**config.mk**
```make
export PLATFORM = sky130hd
export DESIGN_NAME = clutter_gate
export DESIGN_NICKNAME = d
export VERILOG_FILES = /design/src/rtl/clutter_gate.sv
export SDC_FILE = /design/constraint.sdc
export NUM_CORES = 1
export LEC_CHECK = 0
export BUFFER_PORTS_ARGS = -buffer_cell sky130_fd_sc_hd__clkbuf_2
export CORE_MARGIN = 2
export CORE_UTILIZATION = 38
export DETAILED_ROUTE_END_ITERATION = 10
export PLACE_DENSITY = 0.57
export SYNTH_ARGS = -nofsm -noshare
export SYNTH_HDL_FRONTEND = slang
export SYNTH_SLANG_ARGS = --single-unit
```
**constraint.sdc**
```tcl
create_clock -name clk -period 2.15 [get_ports clk]
set_clock_uncertainty 0.05 [all_clocks]
set_input_delay 0.43 -clock clk [delete_from_list [all_inputs] [get_ports clk]]
set_output_delay 0.43 -clock clk [all_outputs]
set_load 0.01 [all_outputs]
```
**src/rtl/clutter_gate.sv**
```systemverilog
// clutter_gate: radar clutter-removal stage.
//
// Each valid sample is compared against (threshold + MARGIN), saturated to
// 16 bits. PERSIST consecutive hits confirm a target. While confirmed, every
// hit sample is pushed into a small output FIFO together with its sample
// index. The input never stalls. A detection that finds the FIFO full, with
// no pop in the same cycle, is dropped and sets the sticky overflow flag.
//
// Optional build macro: CLUTTER_GATE_HYST_EN. When it is defined, the
// confirmed state is left only when intensity <= threshold; the margin is
// not applied on exit.
//
// Ports:
//   clk           in   system clock, rising edge
//   reset_n       in   asynchronous active-low reset
//   valid_in      in   sample strobe (no back-pressure)
//   intensity     in   [15:0] unsigned sample intensity
//   threshold     in   [15:0] noise threshold for this sample
//   out_valid     out  FIFO non-empty
//   out_ready     in   downstream accept
//   out_intensity out  [15:0] head-of-FIFO intensity
//   out_index     out  [15:0] head-of-FIFO sample index
//   confirmed     out  state machine is in CONF
//   overflow      out  sticky; a detection was dropped
module clutter_gate #(
    parameter logic [15:0] MARGIN  = 16'd32,
    parameter int          PERSIST = 3,
    parameter int          DEPTH   = 4
) (
    input  logic        clk,
    input  logic        reset_n,
    input  logic        valid_in,
    input  logic [15:0] intensity,
    input  logic [15:0] threshold,
    output logic        out_valid,
    input  logic        out_ready,
    output logic [15:0] out_intensity,
    output logic [15:0] out_index,
    output logic        confirmed,
    output logic        overflow
);

    localparam int         AW        = $clog2(DEPTH);
    localparam logic [3:0] PERSIST_N = 4'(PERSIST);

    typedef enum logic [1:0] {IDLE, CAND, CONF} state_t;

    state_t      state_q, state_d;
    logic [3:0]  run_q, run_d;
    logic [15:0] idx_q;
    logic        emit;

    // Hit test. The sum is formed at 17 bits so that a carry saturates
    // thr_hi to all ones; no 16-bit intensity can then exceed it.
    logic [16:0] thr_sum;
    logic [15:0] thr_hi;
    logic        hit;
    logic        conf_keep;

    assign thr_sum = {1'b0, threshold} + {1'b0, MARGIN};
    assign thr_hi  = thr_sum[16] ? 16'hFFFF : thr_sum[15:0];
    assign hit     = intensity > thr_hi;

`ifdef CLUTTER_GATE_HYST_EN
    // Once confirmed, any sample above the bare threshold keeps the target.
    assign conf_keep = intensity > threshold;
`else
    assign conf_keep = hit;
`endif

    // NOTE: every signal written here gets a default first, so no path
    // leaves it unassigned and no latch is inferred.
    always_comb begin
        state_d = state_q;
        run_d   = run_q;
        emit    = 1'b0;
        if (valid_in) begin
            case (state_q)
                IDLE: begin
                    if (hit) begin
                        run_d = 4'd1;
                        if (PERSIST_N == 4'd1) begin
                            state_d = CONF;
                            emit    = 1'b1;
                        end else begin
                            state_d = CAND;
                        end
                    end
                end
                CAND: begin
                    if (hit) begin
                        run_d = run_q + 4'd1;
                        if (run_q + 4'd1 == PERSIST_N) begin
                            state_d = CONF;
                            emit    = 1'b1;
                        end
                    end else begin
                        state_d = IDLE;
                        run_d   = 4'd0;
                    end
                end
                CONF: begin
                    if (conf_keep) begin
                        emit = 1'b1;
                    end else begin
                        state_d = IDLE;
                        run_d   = 4'd0;
                    end
                end
                default: begin
                    state_d = IDLE;
                    run_d   = 4'd0;
                end
            endcase
        end
    end

    // NOTE: sequential state uses non-blocking assignments so every register
    // samples the values from before the clock edge.
    always_ff @(posedge clk or negedge reset_n) begin
        if (!reset_n) begin
            state_q <= IDLE;
            run_q   <= 4'd0;
            idx_q   <= 16'd0;
        end else begin
            state_q <= state_d;
            run_q   <= run_d;
            if (valid_in) begin
                idx_q <= idx_q + 16'd1;  // wraps naturally at 16'hFFFF
            end
        end
    end

    // Output FIFO. The pointers carry one extra wrap bit so that full and
    // empty can be told apart.
    logic [AW:0] wr_ptr, rd_ptr;
    logic [15:0] mem_int [DEPTH];
    logic [15:0] mem_idx [DEPTH];
    logic        empty, full, pop, push, drop;

    assign empty = (wr_ptr == rd_ptr);
    assign full  = (wr_ptr[AW] != rd_ptr[AW]) &&
                   (wr_ptr[AW-1:0] == rd_ptr[AW-1:0]);
    assign pop   = !empty && out_ready;
    // A pop frees the slot in the same cycle, so a push into a full FIFO
    // is accepted when a pop happens alongside it.
    assign push  = emit && (!full || pop);
    assign drop  = emit && full && !pop;

    // NOTE: the storage is reset here because the head-of-FIFO outputs must
    // read zero after reset. At this depth the extra flops are cheap.
    always_ff @(posedge clk or negedge reset_n) begin
        if (!reset_n) begin
            wr_ptr   <= '0;
            rd_ptr   <= '0;
            overflow <= 1'b0;
            for (int i = 0; i < DEPTH; i++) begin
                mem_int[i] <= 16'd0;
                mem_idx[i] <= 16'd0;
            end
        end else begin
            if (push) begin
                mem_int[wr_ptr[AW-1:0]] <= intensity;
                mem_idx[wr_ptr[AW-1:0]] <= idx_q;
                wr_ptr                  <= wr_ptr + 1'b1;
            end
            if (pop) begin
                rd_ptr <= rd_ptr + 1'b1;
            end
            if (drop) begin
                overflow <= 1'b1;
            end
        end
    end

    assign out_valid     = !empty;
    assign out_intensity = mem_int[rd_ptr[AW-1:0]];
    assign out_index     = mem_idx[rd_ptr[AW-1:0]];
    assign confirmed     = (state_q == CONF);

endmodule

```
==> flow_summary.yaml <==
outcome:
  run_status: "finished, violations left"
  violations: "negative setup slack"
worst_setup_path:
  arrival_ps: 3430
  worstPathRequired_ps: 2410
  cp_max_fo: 8
  critPathLaunchType: "input pin"
  criticalPathCategory: "input pin to flip-flop"
  rrSetupSlack_ps: -490
  crit_path_end_kind: "flip-flop"
die:
  coreArea_um2: 20200
  row_count: 52
  dieArea_um2: 21700
  ios: 71
  start_util_pct: 38.6
  die_width_um: 147
  die_h_um: 147
clock_network:
  cts_buffers: 17
  clk_pin_slew_worst_paths_ps: 60
  clock_latency_ps: 430
  clockBufferDepth: 2
  cts_tree: "done"
  htreeDepth: 4
  cts-root-buf: "clkbuf_16"
  cts.sinks: 157
sta:
  maxSlewHeadroom_pct: 56.1
  period_needed_ps: 3170
  hold_slack_ps: 288
  setup_violations: 170
  hold_violations: 0
  fin_crit_sh_pct: 147
  rsz0062_at_grt: "true"
  slew_violations: 0
  fmax_mhz: 316
  worst_slack_ps: -1020
  worst_slew_pin_slew_ps: 654
placed_design:
  placed_area_um2: 9210
  dp_cells: 950
  port_buffers: 70
  hpwl_mm: 12.7
  dp_slack_ps: -1560
  gp_congestion: 0.803
cells_and_area:
  fill_cells: 1743
  layout_common_cells: "dfrtp_1 (156), mux2_2 (113), buf_4 (87)"
  final_area_um2: 10200
  n_antenna_cell: 0
  area_growth_pct: 31.5
  finalNetCount: 785
  final_cell_count_no_fill: 1004
  multi_input_area_um2: 3820
  layout.cells.most_common: "dfrtp_1"
  layout-drive-gt1-share_pct: 55.7
  regArea_um2: 3930
pwr:
  power_per_cell_area_nw_per_um2: 895
  vdd_drop_max_mv: 0.579
  p_leak_nw: 5.08
  p_total_mw: 9.17
global_route:
  grt_max_degree: 58
  grt_pass1_vias: 5688
  antenna_found_initial: 0
  overflow: 0
  grt_use_total_pct: 18.6
  grt_pass1_wl_mm: 30.8
synth:
  synthArstFlopShare_pct: 100
  ys_seq_area_share_pct: 50.4
  syn_nets: 611
  ys_types: 48
  synth_edf_count: 0
  synth.area.top_cells: "dfrtp_1 (50%), mux2_2 (17%), mux4_2 (9.3%)"
  ys.flop_type: "dfrtp_1"
  synth_cells: 547
  netlist_area_um2: 7790
  ys_ff_latch: 157
  yosys_warnings: 0
  synth.avg_cell_area_um2: 14.2
  synth_top_area_share_pct: 50.4
  yosysTopAreaCell: "dfrtp_1"
detailed_routing:
  via_per_inst: 5.10
  ant_nets: 0
  num_vias: 5122
  drtIter0Drc: 327
  wire_per_inst_um: 19.1
  finalWirelength_mm: 19.2
  drtPass1Iterations: 4
  drc: 0
worst_hold_path:
  hold_path_class: "input pin to flip-flop"
run:
  maxCapViolCount: 0
[critical path, stage by stage]
cell and delay [ps]:
buf_6 70, and3_4 180, and3_4 170, and3_4 200
nand3_4 110, nor2_4 170, nor2_1 70, ha_1 290
nand4_1 100, or4_4 590, a21o_4 230, nand3_4 140
nand3_4 170, buf_12 210, mux2_4 290
[where the power goes]
group / leakage, nW / total, mW / internal, mW / switching (mW)
clock network: 0.293 / 3.17 / 1.93 / 1.24
logic: 2.64 / 2.52 / 1.32 / 1.20
registers: 2.16 / 3.48 / 3.23 / 0.250
[cell type report]
type | count | share of cell area, %
sequential | 157 | 38.4
clock buffer | 21 | 4.59
inverter | 11 | 0.403
tap | 270 | 3.30
multi-input combinational | 354 | 37.3
clock inverter | 11 | 1.51
timing repair buffer | 180 | 14.5
[final timing paths]
path                                         start                      end  cells past startpoint
max                                   threshold[7]  mem_idx[47]$_DFFE_PN0P_                     15
min                                      out_ready    rd_ptr[2]$_DFFE_PN0P_                      3
max reg2reg                   run_q[0]$_DFFE_PN0P_  mem_idx[47]$_DFFE_PN0P_                      8
min reg2reg                mem_idx[23]$_DFFE_PN0P_  mem_idx[23]$_DFFE_PN0P_                      1
max in group asynchronous                  reset_n     idx_q[9]$_DFFE_PN0P_                      3
min in group asynchronous                  reset_n  mem_int[48]$_DFFE_PN0P_                      2
[kinds of logic after synthesis]
| kind of cell | after synthesis | share of synthesized area (%) |
|---|---|---|
| fa+ha+maj | 28 | 4.50 |
| simple gates | 99 | 7.34 |
| xor+xnor | 28 | 3.15 |
| mux | 166 | 28.6 |
| compound gates | 32 | 3.02 |
| buf+inv | 37 | 2.97 |
| flops | 157 | 50.4 |
[metrics by stage]
stage,utilization (%),setup TNS (ps)
after floorplan,-,-164700
after global placement,45.7,-191330
after detailed placement,45.7,-207620
after CTS,50.5,-136190
after global routing,50.8,-148800
final,50.8,-134770
[Yosys cell counts, drive strengths merged, types with 3 or more instances]
cell    number
a211oi       3
a21o         3
a21oi        8
a31oi        4
and3         6
buf         17
clkbuf       9
dfrtp      157
ha          28
inv         11
mux2       132
mux4        32
nand2       21
nand3       24
nand4        6
nor2        20
nor3         8
o21ai        3
xnor2       22
xor2         6
[state kept, by name (all words and copies together), names as in the netlist]
name and count:
idx_q 16, overflow 1, mem_int 64, run_q 4, wr_ptr 3, mem_idx 64
rd_ptr 3, state_q 2
[timing repair]
item                       in CTS  in global routing
resized for setup              26                 27
setup buffers                  14                  6
hold endpoints to repair       51                  0
hold buffers                    1                  0
setup endpoints to repair     170                170
gates cloned                    5                  1
pin swaps                       8                  2
[routing by layer]
layer,global-route usage (%),vias up,share of wire (%)
met3,4.07,22,3.0
met4,5.00,0,1.3
met5,0,-,0
met2,32.4,74,52
met1,23.6,2656,44
li1,-,2370,-
(Power assumes the default switching activity.)
